<file path="src/rtl/demux1to4_buf.sv">
// Registered 1-to-4 demultiplexer with one single-entry holding register per channel.
// Define DEMUX_STATS_EN to add per-channel drain counters and an input stall counter.
module demux1to4_buf #(
  parameter int N  = 8,
  parameter int CW = 8
) (
  input  logic                clk,
  input  logic                rst,
  input  logic [N-1:0]        in_data,
  input  logic [1:0]          in_sel,
  input  logic                in_bcast,
  input  logic                in_valid,
  output logic                in_ready,
  output logic [3:0][N-1:0]   out_data,
  output logic [3:0]          out_valid,
  input  logic [3:0]          out_ready
`ifdef DEMUX_STATS_EN
  ,
  output logic [3:0][CW-1:0]  stat_cnt,
  output logic [CW-1:0]       stall_cnt
`endif
);

  logic [3:0][N-1:0] data_q, data_d;
  logic [3:0]        valid_q, valid_d;
  logic [3:0]        can_take;
  logic [3:0]        drain;
  logic [3:0]        wr_en;
  logic              in_xfer;

  // A slot can accept when it is empty or its consumer empties it this same cycle.
  assign can_take = ~valid_q | out_ready;
  assign drain    = valid_q & out_ready;
  assign in_ready = in_bcast ? (&can_take) : can_take[in_sel];
  assign in_xfer  = in_valid & in_ready;

  always_comb begin
    wr_en = 4'b0000;
    for (int k = 0; k < 4; k++) begin
      wr_en[k] = in_xfer & (in_bcast | (in_sel == 2'(k)));
    end
  end

  // A write on a draining slot keeps it full with the new word, giving bubble-free flow.
  always_comb begin
    data_d  = data_q;
    valid_d = valid_q & ~drain;
    for (int k = 0; k < 4; k++) begin
      if (wr_en[k]) begin
        data_d[k]  = in_data;
        valid_d[k] = 1'b1;
      end
    end
  end

  always_ff @(posedge clk) begin
    if (rst) begin
      data_q  <= '0;
      valid_q <= 4'b0000;
    end else begin
      data_q  <= data_d;
      valid_q <= valid_d;
    end
  end

  assign out_data  = data_q;
  assign out_valid = valid_q;

`ifdef DEMUX_STATS_EN
  logic [3:0][CW-1:0] stat_q, stat_d;
  logic [CW-1:0]      stall_q, stall_d;

  // Counters wrap naturally at 2^CW.
  always_comb begin
    stat_d = stat_q;
    for (int k = 0; k < 4; k++) begin
      if (drain[k]) stat_d[k] = stat_q[k] + CW'(1);
    end
    stall_d = (in_valid & ~in_ready) ? stall_q + CW'(1) : stall_q;
  end

  always_ff @(posedge clk) begin
    if (rst) begin
      stat_q  <= '0;
      stall_q <= '0;
    end else begin
      stat_q  <= stat_d;
      stall_q <= stall_d;
    end
  end

  assign stat_cnt  = stat_q;
  assign stall_cnt = stall_q;
`endif

endmodule

</file>
<file path="config.mk">
export PLATFORM = sky130hd
export DESIGN_NAME = demux1to4_buf
export DESIGN_NICKNAME = d
export VERILOG_FILES = /design/src/rtl/demux1to4_buf.sv
export SDC_FILE = /design/constraint.sdc
export NUM_CORES = 1
export LEC_CHECK = 0
export ABC_AREA = 1
export BUFFER_PORTS_ARGS = -buffer_cell sky130_fd_sc_hd__buf_2
export CORE_AREA = 2 2 68 70
export DETAILED_ROUTE_END_ITERATION = 8
export DIE_AREA = 0 0 70 72
export GPL_TIMING_DRIVEN = 0
export HOLD_SLACK_MARGIN = 0.1
export PLACE_DENSITY_LB_ADDON = 0.08
export SETUP_SLACK_MARGIN = 0.2
export SYNTH_ARGS = -nofsm -noshare
export SYNTH_HDL_FRONTEND = slang
export SYNTH_SLANG_ARGS = --single-unit
export TNS_END_PERCENT = 100
</file>
<file path="constraint.sdc">
create_clock -name clk -period 1.3 [get_ports clk]
set_input_delay 0.26 -clock clk [delete_from_list [all_inputs] [get_ports clk]]
set_output_delay 0.26 -clock clk [all_outputs]
set_load 0.01 [all_outputs]
</file>
# After elaboration in Yosys (flattened, before gate mapping)
# Index checks and enable logic that the tools add are counted.
# word_totals
regBits	36
in_bits	18
wordCells	32
# op_classes
magnitude_cmp	1
n_eq_ne	3
n_mux	7
bitwise	14
n_reduce_logical	2
# op_table
op	n
4-bit bitwise AND	2
4-bit inverter	2
1-bit 2-to-1 mux	6
1-bit bitwise AND	5
2-bit equality test, second input constant	2
1-bit OR	4
4-bit OR	1
4-bit AND reduction	1
2-bit by 3-bit less-than comparator with 1-bit output, second input constant	1
1-bit binary-select mux with 2-bit select	1
2-bit by 1-bit equality test with 1-bit output, second input constant	1
2-bit zero test	1

# Logic depth before layout (Yosys ltp)
# Gate-level depths: netlist of the first run.
# logic_depth
word_depth	8
mapped_depth	10

# Worst setup path after synthesis of the first run
# Ideal clock, no wire load.
# synth_timing
path_type	flip-flop to flip-flop
from	register valid_q[3] (netlist: out_valid[3])
to	register data_q, in the netlist out_data[0]
setup_ps	64
t_arrival_ps	1176
required_time_ps	1236
path_slack_ps	60
stages_incl_launch_ff	10
path_buffers	0
period_less_slack_ps	1240
path_cell_list	dfxtp_1 nand2_1 nand2_1 nand2_1 inv_1 nor2_1 nand3_4 nor2_4 nor2_1 nor2_1
# synth_between
elab_chain_len	7
elab_cells_between_ends	8
classes_between	3 x mux; 4 x bitwise; 1 x reduce/logical
# synth_lines
item	line	rtl
start, declared	25	logic [3:0] valid_q, valid_d;
start signal, assigned	62	valid_q <= valid_d;
4-bit inverter (*)	32	assign can_take = ~valid_q | out_ready;
4-bit OR (*)	32	
1-bit binary-select mux with 2-bit select	34	assign in_ready = in_bcast ? (&can_take) : can_take[in_sel];
1-bit 2-to-1 mux (implied by the code)	34	
1-bit 2-to-1 mux (*)	34	
1-bit bitwise AND (*)	35	assign in_xfer = in_valid & in_ready;
1-bit bitwise AND (*)	40	wr_en[k] = in_xfer & (in_bcast | (in_sel == 2'(k)));
end signal, assigned	61	data_q <= data_d;
end, declared	24	logic [3:0][N-1:0] data_q, data_d;
# Mark *: on every way between the ends. The rest lies on a longest branch, timed or not. The select of a mux whose other input is x is not followed.
# A chain may end at the register's enable or synchronous reset.

# Final worst setup path of the first run
# layout_timing
from	register valid_q[3] (netlist: out_valid[3])
to	output in_ready
# layout_between
elab_chain_len	5
elab_cells_between_ends	6
classes_between	3 x mux; 2 x bitwise; 1 x reduce/logical
# layout_lines
item	line	rtl
4-bit inverter (*)	32	
4-bit OR (*)	32	
1-bit binary-select mux with 2-bit select	34	
1-bit 2-to-1 mux (implied by the code)	34	
1-bit 2-to-1 mux (*)	34	
end, declared	13	output logic in_ready,
# Marks and branches as above.

==> out/results.tsv, run 1 <==
stage	metric	value	unit
status	status	complete, but fails checks	
status	violations	setup timing	
placed_design	place_area	2010	sq um
synth	ys_ff_latch	36	
clock_tree	clock-sinks	36	
worst_setup_path	rrSetupSlack	-110	ps
clock_tree	ctsHoldBuffers	0	
floorplanning	num_rows	24	
layout	diodes	0	
hold_path	worstHoldPathCells	2	
placed_design	hpwl	3050	microns
flow_run	cap_violations	0	
floorplanning	die-area	5040	sq um
clock_tree	clkSlewWorstSetupHoldPaths	70	ps
worst_setup_path	worstSetupStartpointType	flop	
placed_design	gp_congestion	0.809	
worst_setup_path	r2r_end	out_data[13]	
layout	fillerInstances	444	
sta	finalSetupViolCount	36	
sta	skew	4.39	ps
global_route	grt_pass1_wl	7650	microns
layout	finalInstanceArea	2290	sq um
clock_tree	cts-root-buf	clkbuf_8	
floorplanning	core	4260	sq um
sta	slew_headroom	69.3	%
global_route	use_met3	5.28	%
placed_design	pre_cts_slack	-218	ps
sta	rsz0062_at_grt	true	
synth	synth-xor-area-share	0	%
synth	synth_edf_count	0	
global_route	grt_overflow	0	
synth	seq_area_frac_synth	43.3	%
sta	setup_ws	-169	ps
synth	netlist_top_cells_count	83 x nor2_1, 42 x nand2_1, 36 x dfxtp_1, 32 x nand4_1, 23 x inv_1	
worst_setup_path	path_class	reg -> out	
worst_setup_path	path_max_fanout	3	
clock_tree	cts_buffers	5	
power_and_ir_drop	vdd_drop_max	0.598	mV
synth	synth_ff_type	dfxtp_1	
synth	syn_area	1660	sq um
hold_path	min_to	out_valid[2]	
drt	ant_nets	0	
floorplanning	initial_utilization	39.0	%
power_and_ir_drop	powerDensity	1180	nW/um^2
drt	viasPerCell	4.77	
drt	avgRoutedWirePerCell	12.5	microns
synth	async_flop_share	0	%
drt	via_count	1738	
sta	worstMarginPinSlew	458	ps
worst_setup_path	worstPathArrival	1210	ps
worst_setup_path	worstPathCellList	nand2_2 -> nor2_2 -> nor2_1 -> nand2_1 -> nor2_4 -> buf_6 -> buf_6	
synth	yosysUniqueCellTypes	14	
sta	period_share	113	%
synth	synth_most_common_cell	nor2_1	
global_route	grt_pass1_vias	1699	
worst_setup_path	critPathCaptureType	primary output	
floorplanning	num_io_pins	55	
synth	synth_cells	240	
synth	syn_nets	258	
synth	synth_compound_area_share	0.527	%
sta	min_period	1470	ps
global_route	grt_usage	19.3	%
power_and_ir_drop	p_leak	1.17	nW
global_route	busiest_layer	met2	
floorplanning	die_h	72	microns
layout	nets	332	
synth	synth_top_area_cell	dfxtp_1	
floorplanning	dieWidth	70	microns
global_route	grt_max_degree	11	
worst_setup_path	r2r_start	out_valid[3]	
synth	avgSynthCellArea	6.93	sq um
sta	drv_slew	0	
synth	ys_warn_count	0	
synth	synthAdderAreaFrac	0	%
power_and_ir_drop	power	2.72	mW
global_route	antenna_found_initial	0	
clock_tree	htreeDepth	2	
sta	max_freq	681	MHz
clock_tree	tritoncts	done	
drt	routed_wl	4550	microns
synth	yosys.area_share.simple	46.9	%
drt	drt_iter0_drc	59	
layout	drive_gt1_share	34.3	%
drt	drt_first_pass_iters	4	
worst_setup_path	reg2reg_depth	11	
hold_path	hp-start	rst	
worst_setup_path	crit_slowest_cell	dfxtp_2	
synth	synth_top_family_by_area	simple AND/OR/NAND/NOR gates	
layout	area_growth	38.0	%
worst_setup_path	cp_common_cell	buf_6	
hold_path	min_path_type	in -> reg	
global_route	met2_usage	30.3	%
synth	yosysTopAreaCellShare	43.3	%
clock_tree	clockBufferDepth	2	
placed_design	io_buffers	53	
global_route	grt_use_met1	25.0	%
worst_setup_path	cp_data_required_time	1040	ps
sta	finalHoldViolCount	0	
drt	drc_errors	0	
clock_tree	clock_latency	280	ps
worst_setup_path	critical-path-max-stage-delay	330	ps
synth	synthMuxAreaShare	0	%
synth	ys_top_cells_by_area	dfxtp_1 43%, nor2_1 19%, nand4_1 12%	
[routing by layer]
metal | vias up | wire (microns)
met1 | 784 | 2160
met5 | - | 0
met4 | 0 | 80
met2 | 41 | 2090
li1 | 904 | -
met3 | 9 | 218
[metrics by stage]
step	hold WS (ps)	TNS [ps]	instances	util [%]
2_1_floorplan	325	0	240	-
3_3_place_gp	457	-5590	345	47.1
3_5_place_dp	467	-6230	345	47.1
4_1_cts	214	-2250	360	51.8
5_1_grt	217	-8110	364	53.8
6_report	207	-2960	364	53.8
[area by class of cell]
| cell class | instances | area (sq um) | share of cell area (%) |
|---|---|---|---|
| Multi-Input combinational cell | 173 | 883 | 38.5 |
| Sequential cell | 36 | 724 | 31.6 |
| Tap cell | 52 | 65.1 | 2.84 |
| Timing Repair Buffer | 63 | 392 | 17.1 |
| Buffer | 10 | 63.8 | 2.78 |
| Clock buffer | 5 | 68.8 | 3.00 |
| Inverter | 25 | 97.6 | 4.25 |
[sequential cells by signal, summed over array words and instances (netlist names)]
name and flops:
out_data 32, out_valid 4
[cell usage in the layout, fill, tap and decap left out]
cell type and n:
clkbuf_16 1, o21ai_4 1, nand2_1 40, nor2_4 10
buf_2 52, nor2_1 72, inv_2 3, dfxtp_1 33
nand3_4 1, clkinvlp_4 1, nor2_2 10, buf_12 1
clkbuf_8 5, clkbuf_1 4, nand4_1 32, dfxtp_2 3
buf_1 3, buf_6 7, buf_4 4, nand2_4 2
inv_1 21, nand2_2 5, buf_8 1
[worst max-delay path by stage]
| stage | start | to | cells after the start |
|---|---|---|---|
| after floorplan | out_valid[2] | out_data[24] | 9 |
| after global placement | in_sel[0] | in_ready | 9 |
| after detailed placement | in_bcast | in_ready | 8 |
| after CTS | out_valid[3] | in_ready | 7 |
| after global routing | out_valid[3] | in_ready | 7 |
| final | out_valid[3] | in_ready | 7 |
[critical path: cells and delay by family, from the launching register on]
| family | cells | cell delay, ps |
|---|---|---|
| buf+inv | 2 | 200 |
| flops | 1 | 330 |
| simple gates | 5 | 380 |
[where the power goes]
| part | switching (mW) | internal, mW |
|---|---|---|
| Sequential | 0.0509 | 1.21 |
| Clock | 0.359 | 0.345 |
| Combinational | 0.430 | 0.324 |
| Total | 0.840 | 1.88 |
[logic make-up after synthesis]
family	Yosys count
AOI/OAI and AO/OA	1
and+or+nand+nor	168
buffers and inverters	35
DFF	36
[what timing repair did]
item | 4_1_cts | 5_1_grt
gates resized for setup | 14 | 13
setup endpoints to repair | 37 | 37
cloned | 4 | 2
pin swaps | 45 | 10
hold endpoints to repair | 0 | 0
setup buffers | 6 | 2
(Power assumes the default switching activity.)
==> inputs of run 2 (changes only) <==
- ABC_AREA: 1 -> 0
- CORE_AREA: 2 2 68 70 -> 2 2 67 69
- DIE_AREA: 0 0 70 72 -> 0 0 69 71
==> out/results.tsv, run 2 <==
stage	metric	value	unit	change
status	status	complete, but fails checks		unchanged
status	violations	setup timing		unchanged
placed_design	io_buffers	54		was 53
drt	routed_wl	4110	microns	was 4550 microns
sta	rsz0062_at_grt	true		unchanged
floorplanning	num_io_pins	55		unchanged
layout	mostFrequentLayoutCell	buf_2		was nor2_1
global_route	antenna_found_initial	0		unchanged
synth	synth_top_area_cell	dfxtp_1		unchanged
worst_setup_path	r2r_start	out_valid[2]		was out_valid[3]
global_route	grt_max_degree	12		was 11
synth	synth_edf_count	0		unchanged
layout	nets	234		was 332
sta	finalHoldViolCount	0		unchanged
synth	async_flop_share	0	%	unchanged
sta	setup_ws	-187	ps	was -169 ps
floorplanning	die-area	4900	sq um	was 5040 sq um
layout	area_growth	40.4	%	was 38.0%
clock_tree	cts_buffers	5		unchanged
sta	slew_headroom	65.5	%	was 69.3%
sta	skew	4.59	ps	was 4.39 ps
placed_design	numPlacedInstances	251		was 345
layout	largest_reg_flops	32		unchanged
placed_design	pre_cts_slack	-307	ps	was -218 ps
synth	yosysUniqueCellTypes	23		was 14
synth	avgSynthCellArea	11.2	sq um	was 6.93 sq um
global_route	grt_pass1_wl	6770	microns	was 7650 microns
worst_setup_path	cp_data_required_time	1040	ps	about the same
layout	finalInstanceArea	2270	sq um	was 2290 sq um
clock_tree	ctsHoldBuffers	0		unchanged
drt	drt_first_pass_iters	4		unchanged
synth	ys_warn_count	0		unchanged
clock_tree	clockBufferDepth	2		unchanged
worst_setup_path	rrSetupSlack	-130	ps	was -110 ps
flow_run	cap_violations	0		unchanged
sta	period_share	114	%	was 113%
synth	ys_top_cells_by_area	dfxtp_1 45%, mux2i_1 20%, nand2b_1 18%		was dfxtp_1 43%, nor2_1 19%, nand4_1 12%
drt	ant_nets	0		unchanged
worst_setup_path	path_max_fanout	3		unchanged
worst_setup_path	worstSetupStartpointType	flop		unchanged
clock_tree	cts-root-buf	clkbuf_8		unchanged
drt	via_count	1323		was 1,738
layout	stdcell_count	269		was 364
placed_design	gp_congestion	0.719		was 0.809
layout	drive_gt1_share	44.7	%	was 34.3%
layout	diodes	0		unchanged
hold_path	min_to	out_valid[2]		unchanged
synth	synth_most_common_cell	nand2b_1		was nor2_1
clock_tree	clock_latency	280	ps	about the same
power_and_ir_drop	powerDensity	1280	nW/um^2	was 1180 nW/um^2
worst_setup_path	path_class	reg -> out		unchanged
worst_setup_path	reg2reg_depth	6		was 11
sta	min_period	1490	ps	was 1470 ps
synth	syn_area	1620	sq um	was 1660 sq um
power_and_ir_drop	p_leak	1.11	nW	was 1.17 nW
drt	drt_iter0_drc	23		was 59
hold_path	worstHoldPathCells	3		was 2
placed_design	hpwl	2970	microns	was 3050 microns
clock_tree	clock-sinks	36		unchanged
synth	netlist_top_cells_count	46 x nand2b_1, 36 x dfxtp_1, 32 x mux2i_1, 4 x a21oi_1, 4 x clkbuf_1		was 83 x nor2_1, 42 x nand2_1, 36 x dfxtp_1, 32 x nand4_1, 23 x inv_1
sta	worstMarginPinSlew	517	ps	was 458 ps
layout	fillerInstances	413		was 444
drt	viasPerCell	4.92		was 4.77
global_route	grt_pass1_vias	1410		was 1,699
drt	drc_errors	0		unchanged
worst_setup_path	worstPathArrival	1230	ps	was 1210 ps
floorplanning	core	4200	sq um	was 4260 sq um
drt	avgRoutedWirePerCell	15.3	microns	was 12.5 microns
sta	max_freq	673	MHz	was 681 MHz
floorplanning	num_rows	24		unchanged
synth	syn_nets	163		was 258
clock_tree	clkSlewWorstSetupHoldPaths	70	ps	about the same
clock_tree	tritoncts	done		unchanged
placed_design	place_area	1990	sq um	was 2010 sq um
hold_path	hp-start	out_ready[2]		was rst
layout	layout_common_cells	54 x buf_2, 42 x nand2b_1, 33 x dfxtp_1		was 72 x nor2_1, 52 x buf_2, 40 x nand2_1
floorplanning	die_h	71	microns	was 72 microns
sta	drv_slew	0		unchanged
sta	hold_ws	299	ps	was 207 ps
worst_setup_path	r2r_end	out_data[25]		was out_data[13]
power_and_ir_drop	vdd_drop_max	0.790	mV	was 0.598 mV
sta	tns	-2310	ps	was -2960 ps
synth	synth_ff_type	dfxtp_1		unchanged
layout	final_util	54.1	%	was 53.8%
hold_path	min_path_type	in -> reg		unchanged
synth	yosysTopAreaCellShare	44.5	%	was 43.3%
global_route	grt_overflow	0		unchanged
floorplanning	initial_utilization	38.5	%	was 39.0%
synth	seq_area_frac_synth	44.5	%	was 43.3%
global_route	grt_usage	17.3	%	was 19.3%
floorplanning	dieWidth	69	microns	was 70 microns
synth	synth_cells	145		was 240
worst_setup_path	critPathCaptureType	primary output		unchanged
sta	finalSetupViolCount	34		was 36
clock_tree	htreeDepth	2		unchanged
power_and_ir_drop	power	2.90	mW	was 2.72 mW
synth	ys_ff_latch	36		unchanged
-- run 2: cell count changes after synthesis, sizes merged, moves of 23 or more --
cell,before,now
nor2,88,0
nand2b,0,46
nand2,47,2
mux2i,0,32
nand4,32,1
inv,25,2
-- run 2: worst max-delay path by stage --
stage,slack [ps],to,start,cells after the start
after floorplan,30,out_data[16],in_sel[0],5
after global placement,-260,out_data[3],in_bcast,5
after detailed placement,-310,out_data[6],in_bcast,5
after CTS,-170,in_ready,out_valid[2],4
after global routing,-250,in_ready,out_valid[2],4
final,-190,in_ready,out_valid[2],4
-- run 2: layout make-up --
class / count / area [sq um] / area share [%]
clock buffer: 8 / 121 / 5.34
tap: 52 / 65.1 / 2.86
timing repair buffer: 64 / 385 / 17.0
sequential: 36 / 727 / 32.0
buffer: 6 / 37.5 / 1.65
inverter: 2 / 7.51 / 0.330
multi-input combinational: 101 / 930 / 40.9
-- run 2: logic make-up (layout without fill, tap and decap cells) --
family	after synthesis	after routing	share of synthesized area [%]
DFF	36	36	44.5
AOI/OAI and AO/OA	16	16	12.2
and+or+nand+nor	53	53	20.7
buffers and inverters	8	80	2.78
muxes	32	32	19.8
-- run 2: critical path: stages, from the launching register on --
cell       delay [ps]
dfxtp_2           340
nand4bb_1         140
o221ai_2          130
a221oi_2          170
buf_2             160
-- run 2: what timing repair did --
| item | in CTS | in global routing |
|---|---|---|
| cloned | 2 | 0 |
| resized for setup | 10 | 4 |
| endpoints found under the setup margin | 37 | 37 |
| buffers inserted | 7 | 1 |
| pin swaps | 2 | 4 |
-- run 2: where the power goes --
group	switching, mW	internal [mW]
Clock	0.397	0.599
Combinational	0.319	0.335
Sequential	0.0517	1.20
Total	0.767	2.13
-- run 2: layer usage --
layer / vias up / track usage, % / wire length (microns)
met5: - / 0 / 0
met4: 0 / 4.58 / 36
met3: 4 / 4.27 / 176
met2: 30 / 31.6 / 2140
met1: 647 / 20.2 / 1770
li1: 642 / - / -
==> inputs of run 3 (changes only) <==
--- a/config.mk
+++ b/config.mk
@@ -7,5 +7,5 @@
 export LEC_CHECK = 0
 export ABC_AREA = 0
-export BUFFER_PORTS_ARGS = -buffer_cell sky130_fd_sc_hd__buf_2
+export BUFFER_PORTS_ARGS = -buffer_cell sky130_fd_sc_hd__buf_4
 export CORE_AREA = 2 2 67 69
 export DETAILED_ROUTE_END_ITERATION = 8
==> constraint.sdc (replaced) <==
create_clock -name clk -period 1.3 [get_ports clk]
set_input_delay 0.065 -clock clk [delete_from_list [all_inputs] [get_ports clk]]
set_output_delay 0.065 -clock clk [all_outputs]
set_load 0.01 [all_outputs]
==> out/results.tsv, run 3 (synthesis gave the netlist of run 2 again) <==
stage	metric	value	unit	change
layout	diodes	0		unchanged
clock_tree	clkSlewWorstSetupHoldPaths	80	ps	was 70 ps
global_route	grt_overflow	0		unchanged
sta	hold_ws	99.5	ps	was 299 ps
layout	layout_common_cells	59 x buf_4, 42 x nand2b_1, 32 x mux2i_1, 32 x dfxtp_1, 6 x clkbuf_8		was 54 x buf_2, 42 x nand2b_1, 33 x dfxtp_1
sta	rsz0062_at_grt	true		unchanged
drt	via_count	1310		was 1,323
sta	worstMarginPinSlew	559	ps	was 517 ps
worst_setup_path	cp_data_required_time	1510	ps	was 1040 ps
hold_path	min_path_type	in -> reg		unchanged
power_and_ir_drop	p_switching	0.785	mW	was 0.767 mW
global_route	grt_usage	16.9	%	was 17.3%
power_and_ir_drop	switching_share	27.8	%	was 26.4%
clock_tree	tritoncts	done		unchanged
placed_design	numPlacedInstances	251		unchanged
power_and_ir_drop	p_leak	1.13	nW	was 1.11 nW
drt	viasPerCell	4.87		was 4.92
sta	skew	8.80	ps	was 4.59 ps
clock_tree	htreeDepth	2		unchanged
sta	finalHoldViolCount	0		unchanged
floorplanning	die_h	71	microns	unchanged
global_route	grt_max_degree	13		was 12
clock_tree	cts-root-buf	clkbuf_8		unchanged
drt	drc_errors	0		unchanged
status	violations	setup timing		unchanged
global_route	antenna_found_initial	0		unchanged
layout	drive_gt1_share	45.2	%	was 44.7%
global_route	grt_pass1_vias	1365		was 1,410
placed_design	gp_congestion	0.710		was 0.719
worst_setup_path	critPathCaptureType	flop		was primary output
sta	drv_slew	0		unchanged
power_and_ir_drop	intPower	2.04	mW	was 2.13 mW
worst_setup_path	worstSetupStartpointType	flop		unchanged
sta	finalSetupViolCount	11		was 34
clock_tree	clock_latency	290	ps	was 280 ps
power_and_ir_drop	pwr-share-clk	29.6	%	was 34.3%
floorplanning	num_io_pins	55		unchanged
worst_setup_path	worstPathArrival	1570	ps	was 1230 ps
placed_design	io_buffers	54		unchanged
floorplanning	num_rows	24		unchanged
drt	ant_nets	0		unchanged
floorplanning	dieWidth	69	microns	unchanged
flow_run	cap_violations	0		unchanged
layout	multi_input_comb_area	957	sq um	was 930 sq um
layout	nets	234		unchanged
clock_tree	cts_buffers	5		unchanged
power_and_ir_drop	seqPwrFrac	44.6	%	was 43.1%
layout	seqCellArea	728	sq um	was 727 sq um
sta	slew_headroom	62.7	%	was 65.5%
placed_design	hpwl	2850	microns	was 2970 microns
sta	min_period	1360	ps	was 1490 ps
clock_tree	clockBufferDepth	2		unchanged
power_and_ir_drop	pwr-share-comb	25.8	%	was 22.5%
clock_tree	clock-sinks	36		unchanged
drt	avgRoutedWirePerCell	15.0	microns	was 15.3 microns
drt	routed_wl	4030	microns	was 4110 microns
sta	period_share	105	%	was 114%
floorplanning	die-area	4900	sq um	unchanged
layout	stdcell_count	269		unchanged
layout	final_util	57.3	%	was 54.1%
layout	mostFrequentLayoutCell	buf_4		was buf_2
drt	drt_iter0_drc	52		was 23
sta	max_freq	734	MHz	was 673 MHz
worst_setup_path	path_class	reg -> reg		was reg -> out
layout	area_growth	48.8	%	was 40.4%
status	status	complete, but fails checks		unchanged
power_and_ir_drop	vdd_drop_max	0.566	mV	was 0.790 mV
layout	fillerInstances	389		was 413
sta	setup_ws	-61.6	ps	was -187 ps
floorplanning	core	4200	sq um	unchanged
drt	drt_first_pass_iters	3		was 4
layout	largest_reg_flops	32		unchanged
floorplanning	initial_utilization	38.5	%	unchanged
power_and_ir_drop	powerDensity	1170	nW/um^2	was 1280 nW/um^2
worst_setup_path	path_max_fanout	5		was 3
placed_design	pre_cts_slack	-124	ps	was -307 ps
global_route	grt_pass1_wl	6560	microns	was 6770 microns
## run 3: cell count changes in the layout (fill, tap and decap cells not counted), sizes merged
cell    previous run  this run
inv                2         3
clkbuf            12        10
clkinv             0         1
## run 3: path summary, 6_finish.rpt
check	to	slack [ps]	depth (start not counted)	startpoint
setup / recovery	out_data[7]	-60	6	out_valid[2]
hold / removal	out_valid[0]	100	3	out_ready[0]
setup reg to reg	out_data[7]	-60	6	out_valid[2]
hold reg to reg	out_data[6]	480	2	out_data[6]
## run 3: worst max-delay path, cell delays in order, from the launching register on
cell	delay [ps]
dfxtp_4	370
nand4bb_4	110
o221ai_4	120
buf_4	160
a211oi_4	190
buf_12	150
mux2i_1	190
## run 3: routing by layer
metal / vias to the layer above / track usage, % / share of wire [%]
li1: 644 / - / -
met1: 625 / 20.0 / 42
met2: 34 / 28.7 / 51
met3: 7 / 5.56 / 5.5
met4: 0 / 5.88 / 1.3
met5: - / 0 / 0
## run 3: final cells by class
type,count,area share [%]
repair buffers,64,21.5
multi-input cells,101,39.7
flip-flops and latches,36,30.2
well taps,52,2.70
plain buffers,6,1.56
inverters,2,0.312
clock buffers,6,3.43
clock inverters,2,0.571
## run 3: stage by stage
step	total power [mW]	instance area, sq um	setup TNS [ps]
6_report	2.83	2410	-330
3_3_place_gp	1.89	2120	-495
2_1_floorplan	1.64	1650	0
5_1_grt	2.97	2410	-1650
3_5_place_dp	1.90	2120	-833
4_1_cts	2.84	2350	-866
## run 3: power groups by stage
stage	logic [mW]	clock network [mW]	registers (mW)
after floorplan	0.315	0	1.32
after global placement	0.609	0	1.28
after detailed placement	0.624	0	1.28
after CTS	0.715	0.864	1.26
after global routing	0.781	0.922	1.27
final	0.730	0.835	1.26
## run 3: timing repair
action                     in CTS  in global routing
cloned                          2                  0
setup buffers                   5                  3
pin swaps                       9                  5
setup endpoints to repair      37                 37
gates resized for setup        12                  4
hold endpoints to repair        3                  0
